### src/rtl/i2c_slave_reg.sv
// I2C target holding a single 8-bit register: writes to SLAVE_ADDR load it, reads return it.
// Runs oversampled on clk; sda_oe=1 pulls SDA low, the enclosing top builds the open-drain pad.
module i2c_slave_reg #(
    parameter logic [6:0] SLAVE_ADDR = 7'h55,
    parameter logic [7:0] INIT_DATA  = 8'h00
) (
    input  logic       clk,
    input  logic       reset,
    input  logic       scl_in,
    input  logic       sda_in,
    output logic       sda_oe,
    output logic [7:0] rx_data,
    output logic       rx_valid,
    output logic [7:0] stored_data,
    output logic       busy
);

    typedef enum logic [2:0] {
        IDLE      = 3'd0,
        ADDR      = 3'd1,
        ADDR_ACK  = 3'd2,
        WR_DATA   = 3'd3,
        WR_ACK    = 3'd4,
        RD_DATA   = 3'd5,
        RD_ACK    = 3'd6,
        WAIT_STOP = 3'd7
    } state_t;

    logic   scl_meta_r, scl_sync_r, scl_prev_r;
    logic   sda_meta_r, sda_sync_r, sda_prev_r;
    state_t state_r, state_nx_s;
    logic   busy_r;
    logic [7:0] shift_r, shift_nx_s;
    logic [2:0] cnt_r, cnt_nx_s;
    logic   byte_done_r, done_nx_s;
    logic   rw_r, rw_nx_s;
    logic   sda_oe_r, sda_oe_nx_s;
    logic [7:0] rx_data_r, rx_data_nx_s;
    logic   rx_valid_r, rx_valid_nx_s;
    logic [7:0] stored_r, stored_nx_s;

    logic scl_rise_s, scl_fall_s, start_s, stop_s;

    assign scl_rise_s = scl_sync_r & ~scl_prev_r;
    assign scl_fall_s = ~scl_sync_r & scl_prev_r;
    assign start_s    = scl_sync_r & sda_prev_r & ~sda_sync_r;
    assign stop_s     = scl_sync_r & ~sda_prev_r & sda_sync_r;

    // Pad synchronizers plus one delayed copy for edge detection (idle bus level is 1)
    always_ff @(posedge clk or posedge reset) begin
        if (reset) begin
            scl_meta_r <= 1'b1;
            scl_sync_r <= 1'b1;
            scl_prev_r <= 1'b1;
            sda_meta_r <= 1'b1;
            sda_sync_r <= 1'b1;
            sda_prev_r <= 1'b1;
        end else begin
            scl_meta_r <= scl_in;
            scl_sync_r <= scl_meta_r;
            scl_prev_r <= scl_sync_r;
            sda_meta_r <= sda_in;
            sda_sync_r <= sda_meta_r;
            sda_prev_r <= sda_sync_r;
        end
    end

    // State register; busy is registered alongside so it tracks state exactly
    always_ff @(posedge clk or posedge reset) begin
        if (reset) begin
            state_r <= IDLE;
            busy_r  <= 1'b0;
        end else begin
            state_r <= state_nx_s;
            busy_r  <= (state_nx_s != IDLE);
        end
    end

    // Next-state logic; bus conditions override any bit handling in the same cycle
    always_comb begin
        state_nx_s = state_r;
        if (start_s) begin
            state_nx_s = ADDR;
        end else if (stop_s) begin
            state_nx_s = IDLE;
        end else begin
            case (state_r)
                IDLE:      state_nx_s = IDLE;
                ADDR: begin
                    if (scl_fall_s && byte_done_r) begin
                        state_nx_s = (shift_r[7:1] == SLAVE_ADDR) ? ADDR_ACK : WAIT_STOP;
                    end else begin
                        state_nx_s = ADDR;
                    end
                end
                ADDR_ACK: begin
                    if (scl_fall_s) begin
                        state_nx_s = rw_r ? RD_DATA : WR_DATA;
                    end else begin
                        state_nx_s = ADDR_ACK;
                    end
                end
                WR_DATA:   state_nx_s = (scl_fall_s && byte_done_r) ? WR_ACK : WR_DATA;
                WR_ACK:    state_nx_s = scl_fall_s ? WR_DATA : WR_ACK;
                RD_DATA:   state_nx_s = (scl_fall_s && byte_done_r) ? RD_ACK : RD_DATA;
                RD_ACK: begin
                    if (scl_rise_s && sda_sync_r) begin
                        state_nx_s = WAIT_STOP;
                    end else if (scl_fall_s && byte_done_r) begin
                        state_nx_s = RD_DATA;
                    end else begin
                        state_nx_s = RD_ACK;
                    end
                end
                WAIT_STOP: state_nx_s = WAIT_STOP;
                default:   state_nx_s = IDLE;
            endcase
        end
    end

    // Datapath/output next values: bits shift on SCL rise, SDA drive only moves on SCL fall.
    // byte_done marks "8th bit sampled" (or master ACK seen in RD_ACK) so the following fall acts.
    always_comb begin
        shift_nx_s    = shift_r;
        cnt_nx_s      = cnt_r;
        done_nx_s     = byte_done_r;
        rw_nx_s       = rw_r;
        sda_oe_nx_s   = sda_oe_r;
        rx_data_nx_s  = rx_data_r;
        rx_valid_nx_s = 1'b0;
        stored_nx_s   = stored_r;
        if (start_s || stop_s) begin
            sda_oe_nx_s = 1'b0;
            cnt_nx_s    = 3'd0;
            done_nx_s   = 1'b0;
        end else begin
            case (state_r)
                ADDR, WR_DATA: begin
                    if (scl_rise_s) begin
                        shift_nx_s = {shift_r[6:0], sda_sync_r};
                        cnt_nx_s   = cnt_r + 3'd1;
                        done_nx_s  = (cnt_r == 3'd7);
                    end else if (scl_fall_s && byte_done_r) begin
                        done_nx_s = 1'b0;
                        if (state_r == WR_DATA) begin
                            stored_nx_s   = shift_r;
                            rx_data_nx_s  = shift_r;
                            rx_valid_nx_s = 1'b1;
                            sda_oe_nx_s   = 1'b1;
                        end else if (shift_r[7:1] == SLAVE_ADDR) begin
                            rw_nx_s     = shift_r[0];
                            sda_oe_nx_s = 1'b1;
                        end else begin
                            sda_oe_nx_s = 1'b0;
                        end
                    end else begin
                        shift_nx_s = shift_r;
                    end
                end
                ADDR_ACK: begin
                    if (scl_fall_s) begin
                        sda_oe_nx_s = rw_r ? ~stored_r[7] : 1'b0;
                        cnt_nx_s    = 3'd0;
                    end else begin
                        sda_oe_nx_s = sda_oe_r;
                    end
                end
                WR_ACK: begin
                    if (scl_fall_s) begin
                        sda_oe_nx_s = 1'b0;
                    end else begin
                        sda_oe_nx_s = sda_oe_r;
                    end
                end
                RD_DATA: begin
                    if (scl_rise_s) begin
                        cnt_nx_s  = cnt_r + 3'd1;
                        done_nx_s = (cnt_r == 3'd7);
                    end else if (scl_fall_s && byte_done_r) begin
                        sda_oe_nx_s = 1'b0;
                        done_nx_s   = 1'b0;
                    end else if (scl_fall_s) begin
                        sda_oe_nx_s = ~stored_r[~cnt_r];
                    end else begin
                        sda_oe_nx_s = sda_oe_r;
                    end
                end
                RD_ACK: begin
                    if (scl_rise_s) begin
                        done_nx_s = ~sda_sync_r;
                    end else if (scl_fall_s && byte_done_r) begin
                        done_nx_s   = 1'b0;
                        cnt_nx_s    = 3'd0;
                        sda_oe_nx_s = ~stored_r[7];
                    end else begin
                        done_nx_s = byte_done_r;
                    end
                end
                WAIT_STOP: sda_oe_nx_s = 1'b0;
                IDLE:      sda_oe_nx_s = 1'b0;
                default:   sda_oe_nx_s = 1'b0;
            endcase
        end
    end

    // Datapath/output registers; reset releases SDA immediately
    always_ff @(posedge clk or posedge reset) begin
        if (reset) begin
            shift_r     <= 8'h00;
            cnt_r       <= 3'd0;
            byte_done_r <= 1'b0;
            rw_r        <= 1'b0;
            sda_oe_r    <= 1'b0;
            rx_data_r   <= 8'h00;
            rx_valid_r  <= 1'b0;
            stored_r    <= INIT_DATA;
        end else begin
            shift_r     <= shift_nx_s;
            cnt_r       <= cnt_nx_s;
            byte_done_r <= done_nx_s;
            rw_r        <= rw_nx_s;
            sda_oe_r    <= sda_oe_nx_s;
            rx_data_r   <= rx_data_nx_s;
            rx_valid_r  <= rx_valid_nx_s;
            stored_r    <= stored_nx_s;
        end
    end

    assign sda_oe      = sda_oe_r;
    assign rx_data     = rx_data_r;
    assign rx_valid    = rx_valid_r;
    assign stored_data = stored_r;
    assign busy        = busy_r;

endmodule

### config.mk
export PLATFORM = sky130hd
export DESIGN_NAME = i2c_slave_reg
export DESIGN_NICKNAME = d
export VERILOG_FILES = /design/src/rtl/i2c_slave_reg.sv
export SDC_FILE = /design/constraint.sdc
export NUM_CORES = 1
export LEC_CHECK = 0
export ABC_AREA = 1
export CAP_MARGIN = 20
export CELL_PAD_IN_SITES_DETAIL_PLACEMENT = 0
export CELL_PAD_IN_SITES_GLOBAL_PLACEMENT = 1
export CORE_ASPECT_RATIO = 0.9
export CORE_MARGIN = 5
export CORE_UTILIZATION = 36
export DETAILED_ROUTE_END_ITERATION = 7
export PLACE_DENSITY = 0.74
export SYNTH_ARGS = -nofsm -noshare
export SYNTH_HDL_FRONTEND = slang
export SYNTH_SLANG_ARGS = --single-unit
### constraint.sdc
create_clock -name clk -period 1.5 [get_ports clk]
set_clock_uncertainty 0.05 [all_clocks]
set_input_delay 0.3 -clock clk [delete_from_list [all_inputs] [get_ports clk]]
set_output_delay 0.3 -clock clk [all_outputs]
set_load 0.01 [all_outputs]
=== Word level (Yosys, flattened, before mapping) ===
Cells that the tools add are included.

* Add/sub/neg operators: 1
* $lt $le $gt $ge: 1
* Eq/ne operators: 18
* Multiplexer cells: 44
* Bitwise operators: 16
* Reductions and logical operators: 15

{| class="wikitable"
|+ Operators by type and width
! kind !! count
|-
| 3-bit two-way mux || 13
|-
| 3-bit case mux with 8 select lines || 1
|-
| 1-bit two-way mux || 23
|-
| 3-bit != test (second input constant) || 7
|-
| 3-bit == test (second input constant) || 5
|-
| 5-bit AND reduction || 2
|-
| 1-bit inverter || 9
|-
| 3-bit case mux with 3 select lines || 1
|-
| 8-bit AND reduction || 1
|-
| 7-bit == test (second input constant) || 1
|-
| 1-bit AND || 6
|-
| 3-bit by 2-bit == test with 1-bit output (second input constant) || 2
|-
| 2-bit two-way mux || 3
|-
| 1-bit case mux with 6 select lines || 1
|-
| 6-bit AND reduction || 1
|-
| 3-bit nonzero test || 2
|-
| 3-bit by 4-bit < comparator with 1-bit output (second input constant) || 1
|-
| 4-bit != test (second input constant) || 1
|-
| 4-bit nonzero test || 1
|-
| 2-bit OR reduction || 2
|-
| 3-bit by 1-bit adder with 3-bit output (second input constant) || 1
|-
| 1-bit binary-select mux with 3-bit select || 1
|-
| 3-bit by 1-bit == test with 1-bit output (second input constant) || 1
|-
| 3-bit logical NOT || 1
|-
| 7 further kinds || 8
|}

* Bits in registers: 33
* Input port bits: 4
* Output and inout port bits: 19
* Logic and storage cells: 110

=== Logic depth before layout (Yosys ltp) ===
Gate-level depths: netlist (run 1).

* Depth in word-level cells: 9
* Gate-level depth with buffers: 10
* Mapped depth without buffers: 10

=== Worst setup path after synthesis (run 1) ===
No wires, ideal clock.

* Path type: flip-flop to flip-flop
* From: register sda_sync_r
* To: register shift_r[7]
* Library setup time: 0.117 ns
* Data arrival time: 1.463 ns
* Slack: -0.130 ns
* Cell stages (with the launch flop): 9
* Path buffers: 2
* Clock period less this slack: 1.630 ns
* Cells stage by stage: dfstp_2 inv_1 nand3_1 nand2_2 or3_1 buf_6 buf_12 nand2_1 o21ai_2

* Longest elaborated chain between the ends: 5
* Elaborated cells on any way between the ends: 6
* Those cells by class: 4 x bitwise; 2 x reduce/logical

{| class="wikitable"
|+ Ends and longest elaborated chain
! element !! RTL line !! RTL
|-
| start, declared || 30 || <nowiki>logic sda_meta_r, sda_sync_r, sda_prev_r;</nowiki>
|-
| start signal, assigned || 63 || <nowiki>sda_sync_r <= sda_meta_r;</nowiki>
|-
| 1-bit inverter || 46 || <nowiki>assign start_s = scl_sync_r & sda_prev_r & ~sda_sync_r;</nowiki>
|-
| 1-bit AND || 46 ||
|-
| 1-bit logical OR * || 132 || <nowiki>if (start_s || stop_s) begin</nowiki>
|-
| 1-bit inverter (no source line) * || -- ||
|-
| 3-bit AND reduction (no source line) * || -- ||
|-
| end signal, assigned || 218 || <nowiki>shift_r <= shift_nx_s;</nowiki>
|-
| end, declared || 33 || <nowiki>logic [7:0] shift_r, shift_nx_s;</nowiki>
|}

Every way passes the cells marked *; elsewhere a longest branch is shown, timed or not.
A chain may end at the register's enable or synchronous reset.

=== Worst setup path in the final report (run 1) ===
* From: register scl_sync_r
* To: register shift_r[2]

* Longest elaborated chain between the ends: 5
* Elaborated cells on any way between the ends: 8
* Those cells by class: 6 x bitwise; 2 x reduce/logical

{| class="wikitable"
|+ Ends and longest elaborated chain
! element !! RTL line !! RTL
|-
| start, declared || 29 || <nowiki>logic scl_meta_r, scl_sync_r, scl_prev_r;</nowiki>
|-
| start signal, assigned || 60 || <nowiki>scl_sync_r <= scl_meta_r;</nowiki>
|-
| 1-bit AND (on tied branches) (2 in a row) || 46, 47 ||
|-
| 1-bit logical OR || 132 ||
|-
| 1-bit inverter (no source line) || -- ||
|-
| 3-bit AND reduction (no source line) * || -- ||
|}

Marked as above.

==> flow_summary_export.csv, run 1 <==
group,metric,value,unit
outcome,status,"complete, but fails checks",
outcome,violations,"negative setup slack",
timing,rsz0062_at_grt,"true",
cts,cts_tree,"done",
synthesis,ys_top_cells_by_area,"dfrtp_1, nand2_1, dfstp_2",
cts,cts_hold_buf,0,
synthesis,synth-simple-area-share,29.0,%
setup_path,crit_fanout,8,
setup_path,reg2reg_slack,-110,ps
flow_run,cap_violations,0,
drt,drt-initial-drc-count,119,
floorplanning,rows,24,
synthesis,ys_seq_area_share,47.8,%
synthesis,syn_inst,221,
place,dp_hpwl,3120,um
setup_path,r2r_end,"shift_r[2]",
setup_path,cp.required,1630,ps
timing,worstMarginPinSlew,305,ps
final_layout,area.growth.synth_to_final,48.3,%
setup_path,crit_path_frequent_cell,"nand2_2",
synthesis,yosys.area.top_type_share,38.8,%
final_layout,design_area,2580,um2
timing,setup_violations,14,
timing,hold_slack,253,ps
timing,layout_setup_ws,-110,ps
setup_path,cp-end-kind,"flop",
grt,grtUsageTotal,15.0,%
grt,grt_pass1_vias,1613,
setup_path,crit_family,"flip-flops",
setup_path,ff2ff_path_depth,6,
cts,clk_pin_slew,80,ps
floorplanning,start_util,36.5,%
power_and_ir_drop,leakage,0.00133,uW
synthesis,synth_area,1740,um2
synthesis,ys_types,28,
setup_path,startpoint_type,"flop",
grt,antenna_found_initial,0,
final_layout,antenna_cells,0,
place,place_ws,-139,ps
cts,numClockSinks,33,
final_layout,drive_gt1_share,40.4,%
synthesis,synth_compound_area_share,9.91,%
cts,numCtsBuffers,5,
grt,use_met1,20.8,%
place,place_congestion,0.825,
setup_path,crit_path_top_delay_cell,"dfstp_2",
drt,firstDrtPassIters,4,
timing,hold_viol,0,
place,place_area,2130,um2
floorplanning,fp.dieW,83.3,um
drt,wire_per_inst,13.0,um
synthesis,ys_ff_latch,33,
cts,cts_buffer_depth,2,
drt,dr_total_vias,1596,
timing,finalMaxSlewViolations,0,
synthesis,yosysWarnings,0,
setup_path,critPathMaxStageDelay,600,ps
setup_path,r2r-start,"scl_sync_r",
drt,drt-total-wl,4490,um
cts,htree_levels,2,
timing,fin_crit,1610,ps
grt,grt_overflow,0,
grt,met2_usage,23.2,%
grt,grt_use_met3,2.92,%
synthesis,syn_nets,227,
setup_path,arrival,1740,ps
synthesis,synthAdderAreaFrac,1.44,%
drt,ant_nets,0,
floorplanning,io_pins,23,
timing,fin_crit_sh,107,%
synthesis,synth_xor_area_share,0,%
synthesis,netlist.top_cell.by_area,"dfrtp_1",
timing,fmax,0.621,GHz
synthesis,synth_top_family_by_area,"simple AND/OR/NAND/NOR gates",
floorplanning,die_area,6340,um2
timing,slew-limit-headroom,79.7,%
power_and_ir_drop,powerDensity,1330,nW/um2
synthesis,synth_mux_area_share,0,%
min_path,hp-class,"input pin to asynchronous set/reset pin",
drt,drc,0,
final_layout,fin_nets,285,
cts,cts_root_buf,"clkbuf_8",
setup_path,criticalPathCategory,"flop to flop",
setup_path,cp_cell_sequence,"buf_6, nand2_2, or3_4, buf_8, nand2_2, o21ai_2",
grt,grt-busiest-layer,"met2",
floorplanning,die_h,76.0,um
grt,grt_pass1_wl,7730,um
drt,vias_per_cell,4.63,
power_and_ir_drop,vdd_drop_max,0.812,mV
synthesis,avgSynthCellArea,7.89,um2
cts,insertion_delay,280,ps
floorplanning,coreArea,4770,um2
place,port_buffers,22,
grt,grt_max_degree,24,
setup_path,cp_num_buf_inv,2,
-- what timing repair did --
action,in CTS,in global routing
pin swaps,9,14
setup endpoints to repair,34,21
setup buffers,14,3
gates resized for setup,48,38
cloned,1,0
-- per-layer routing --
| metal | share of wire [%] | wire length, um | vias to the layer above |
|---|---|---|---|
| li1 | - | - | 803 |
| met2 | 47 | 2120 | 43 |
| met5 | 0 | 0 | - |
| met3 | 4.2 | 190 | 4 |
| met4 | 1.4 | 61 | 0 |
| met1 | 47 | 2120 | 746 |
-- stage by stage --
step                total power [uW]  TNS, ps  std cells  utilization, %
floorplan                       1970     -265        221               -
global placement                2330     -901        320            44.5
detailed placement              2340    -1190        320            44.5
CTS                             3330     -612        343            51.1
global route                    3680    -2150        345            54.1
finish                          3430    -1040        345            54.1
-- synth_stat cells (all sizes together) --
cell type   n
o21ai      22
dfrtp      27
a211oi      1
nor3        3
clkinv      1
dfstp       6
nor2       25
a21oi       2
or3         1
nor3b       1
nand4       1
o211ai      1
o21a        1
nand2      67
inv        28
nand3      19
ha          2
buf        11
nand3b      2
-- worst max path at each step --
| stage | startpoint | end | slack (ps) | cells past startpoint |
|---|---|---|---|---|
| floorplan | sda_sync_r | shift_r[7] | -80 | 8 |
| global placement | scl_sync_r | cnt_r[1] | -140 | 9 |
| detailed placement | scl_sync_r | cnt_r[1] | -140 | 9 |
| CTS | scl_sync_r | cnt_r[1] | -80 | 9 |
| global route | sda_sync_r | shift_r[7] | -160 | 7 |
| finish | scl_sync_r | shift_r[2] | -110 | 6 |
-- cell type report --
type	instances	area, um2
Clock buffer	5	68.8
Clock inverter	3	46.3
Fill cell	459	2190
Inverter	29	115
Multi-Input combinational cell	148	888
Sequential cell	33	835
Tap cell	65	81.3
Timing Repair Buffer	62	551
-- sequential cells by signal, summed over array words and instances, names as in the netlist, 3 cells and up --
signal,flops
cnt_r,3
shift_r,8
state_r,3
stored_data,8
-- cells by family after synthesis --
kind of cell	count (synthesis)
compound gates	27
fa+ha+maj	2
buf+inv	40
flops	33
simple gates	119
-- tightest hold or removal path, delay by kind of cell --
kind                   cells  cell delay, ps
buffers and inverters      3             630
-- where the power goes --
part	total, uW	switching, uW	leakage, uW	internal, uW
logic	1320	762	0.000852	563
clock network	856	359	0.0000543	497
registers	1250	162	0.000425	1090
-- cell usage in the layout, fill, tap and decap left out, types with 2 or more instances in the layout --
cell type / synthesis / routed
buf_6: 1 / 4
nand2_2: 3 / 17
nand3_1: 18 / 11
inv_1: 27 / 22
clkdlybuf4s50_1: 0 / 3
nand3_4: 0 / 3
o21ai_2: 8 / 8
nor2_4: 0 / 4
nor2_2: 1 / 7
dlygate4sd2_1: 0 / 18
nand2_1: 64 / 48
o21ai_1: 1 / 5
dfrtp_1: 27 / 26
buf_8: 0 / 2
nand3b_1: 2 / 2
nor3_2: 0 / 3
o21ai_0: 13 / 9
ha_1: 2 / 2
nand3_2: 1 / 5
clkbuf_8: 0 / 5
nor2_1: 24 / 14
buf_4: 8 / 33
inv_2: 1 / 4
inv_4: 0 / 2
dfstp_2: 6 / 6
Note: power is estimated with default switching activity, not from simulation.
==> run 2, diff against run 1 <==
--- a/config.mk
+++ b/config.mk
@@ -7,11 +7,11 @@
 export LEC_CHECK = 0
 export ABC_AREA = 1
 export CAP_MARGIN = 20
-export CELL_PAD_IN_SITES_DETAIL_PLACEMENT = 0
-export CELL_PAD_IN_SITES_GLOBAL_PLACEMENT = 1
+export CELL_PAD_IN_SITES_DETAIL_PLACEMENT = 1
+export CELL_PAD_IN_SITES_GLOBAL_PLACEMENT = 2
 export CORE_ASPECT_RATIO = 0.9
 export CORE_MARGIN = 5
-export CORE_UTILIZATION = 36
+export CORE_UTILIZATION = 29
 export DETAILED_ROUTE_END_ITERATION = 7
 export PLACE_DENSITY = 0.74
 export SYNTH_ARGS = -nofsm -noshare
==> run 2 against run 1 <==
Effect of this change:
- wire length up 16%
- non-clock buffer count up 8
- design area decreased by 0.34%
- the run still ends with negative setup slack left
- sequential share of layout area is 0.061 points higher
- power down 2.6%
- sequential cell count stayed put
==> flow_summary_export.csv, run 2 (synthesis gave the netlist of run 1 again) <==
group,metric,value,unit
timing,setup_tns,-1410,ps
min_path,hp-class,"input pin to asynchronous set/reset pin",
timing,hold_slack,260,ps
cts,htree_levels,2,
grt,grt_pass1_vias,1732,
grt,grtUsageTotal,14.7,%
floorplanning,start_util,30.3,%
grt,grt_overflow,0,
timing,finalMaxSlewViolations,0,
setup_path,criticalPathCategory,"flop to flop",
cts,cts_tree,"done",
setup_path,cp_num_buf_inv,2,
floorplanning,die_h,83.5,um
drt,firstDrtPassIters,4,
timing,setup_violations,17,
grt,grt_pass1_wl,8860,um
setup_path,crit_family,"simple AND/OR/NAND/NOR gates",
power_and_ir_drop,cellInternalPower,2030,uW
final_layout,drive_gt1_share,38.8,%
cts,numClockSinks,33,
setup_path,startpoint_type,"flop",
power_and_ir_drop,vdd_drop_max,0.610,mV
flow_run,cap_violations,0,
outcome,violations,"negative setup slack",
drt,wire_per_inst,14.5,um
drt,vias_per_cell,4.58,
place,place_congestion,0.820,
cts,clk_pin_slew,80,ps
grt,grt_max_degree,24,
place,dp_hpwl,3690,um
cts,cts_hold_buf,0,
setup_path,arrival,1800,ps
final_layout,fin_cells,359,
outcome,status,"complete, but fails checks",
final_layout,fin_nets,294,
place,place_inst,328,
drt,drc,0,
timing,fin_crit_sh,108,%
drt,ant_nets,0,
drt,dr_total_vias,1643,
timing,fin_crit,1620,ps
place,port_buffers,22,
cts,cts_buffer_depth,2,
setup_path,crit_path_top_delay_cell,"dfstp_2",
power_and_ir_drop,p_sw_share,39.3,%
place,place_ws,-117,ps
final_layout,mostFrequentLayoutCell,"nand2_1",
cts,cts_root_buf,"clkbuf_8",
timing,hold_viol,0,
floorplanning,coreArea,5760,um2
power_and_ir_drop,p_sw,1310,uW
final_layout,antenna_cells,0,
power_and_ir_drop,pwr-share-clk,22.0,%
setup_path,crit_fanout,8,
timing,slew-limit-headroom,76.8,%
floorplanning,rows,26,
setup_path,cp_cell_sequence,"inv_2, nand3_4, nand2_4, buf_6, or3_4, o21ai_2",
drt,drt-total-wl,5190,um
floorplanning,die_area,7660,um2
drt,drt-initial-drc-count,40,
cts,numCtsBuffers,5,
timing,layout_setup_ws,-122,ps
timing,worstMarginPinSlew,345,ps
floorplanning,fp.dieW,91.7,um
setup_path,cp-end-kind,"flop",
final_layout,area.growth.synth_to_final,47.8,%
power_and_ir_drop,seqPwrFrac,37.3,%
floorplanning,io_pins,23,
setup_path,critPathMaxStageDelay,570,ps
final_layout,final_cell_mix,"nand2_1, buf_4, dfrtp_1, inv_1, dlygate4sd2_1",
power_and_ir_drop,p_comb_share,40.7,%
setup_path,cp.required,1670,ps
timing,fmax,0.616,GHz
power_and_ir_drop,powerDensity,1300,nW/um2
cts,insertion_delay,290,ps
timing,rsz0062_at_grt,"true",
power_and_ir_drop,leakage,0.00133,uW
grt,antenna_found_initial,0,
## run 2: changes by cell type in the layout (fill, tap and decap cells not counted), sizes merged
cell,change
dlymetal6s2s,-1
buf,+8
clkbuf,+2
clkinv,-1
bufinv,-1
dlygate4sd2,+1
or3,+1
## run 2: repair_timing
action                     4_1_cts  5_1_grt
resized for setup               53       20
setup buffers                   16        8
pin swaps                       15       15
setup endpoints to repair       38       21
cloned                           1        0
## run 2: final timing paths
| path | startpoint | to | slack, ps | cells past startpoint |
|---|---|---|---|---|
| worst max-delay path | sda_sync_r | shift_r[6] | -120 | 6 |
| worst min-delay path | reset | busy | 260 | 3 |
| worst max register to register | sda_sync_r | shift_r[6] | -120 | 6 |
| worst min register to register | scl_meta_r | scl_sync_r | 310 | 0 |
| max in group asynchronous | reset | sda_oe | 830 | 3 |
| min in group clk | scl_meta_r | scl_sync_r | 310 | 0 |
## run 2: routing by layer
metal	track usage (%)	vias to the layer above	part of all wire, %
met1	20.5	794	49
met3	2.71	7	2.0
met2	22.6	10	48
met5	0	-	0
li1	-	832	-
met4	5.26	0	1.6
## run 2: power groups by stage
stage | clock network [uW] | registers [uW] | logic (uW)
final | 735 | 1250 | 1360
after global routing | 799 | 1280 | 1530
after CTS | 758 | 1250 | 1280
after detailed placement | 0 | 1260 | 1190
after global placement | 0 | 1250 | 1180
after floorplan | 0 | 1250 | 727
## run 2: final cells by class
type,instances,area (um2)
Fill cell,719,3180
Multi-Input combinational cell,149,857
Sequential cell,33,833
Timing Repair Buffer,70,592
Inverter,29,113
Tap cell,70,87.6
Clock buffer,7,86.3
Clock inverter,1,7.51
## run 2: tightest hold or removal path, cell delays in order
cell and delay (ps):
clkdlybuf4s50_1 400, inv_1 70, buf_4 180
## run 2: per-stage QoR
step	cell area, um2	power, uW	util, %
floorplan	1750	1970	-
CTS	2450	3290	42.6
finish	2580	3340	44.7
global placement	2170	2430	37.6
global route	2580	3600	44.7
detailed placement	2170	2450	37.6
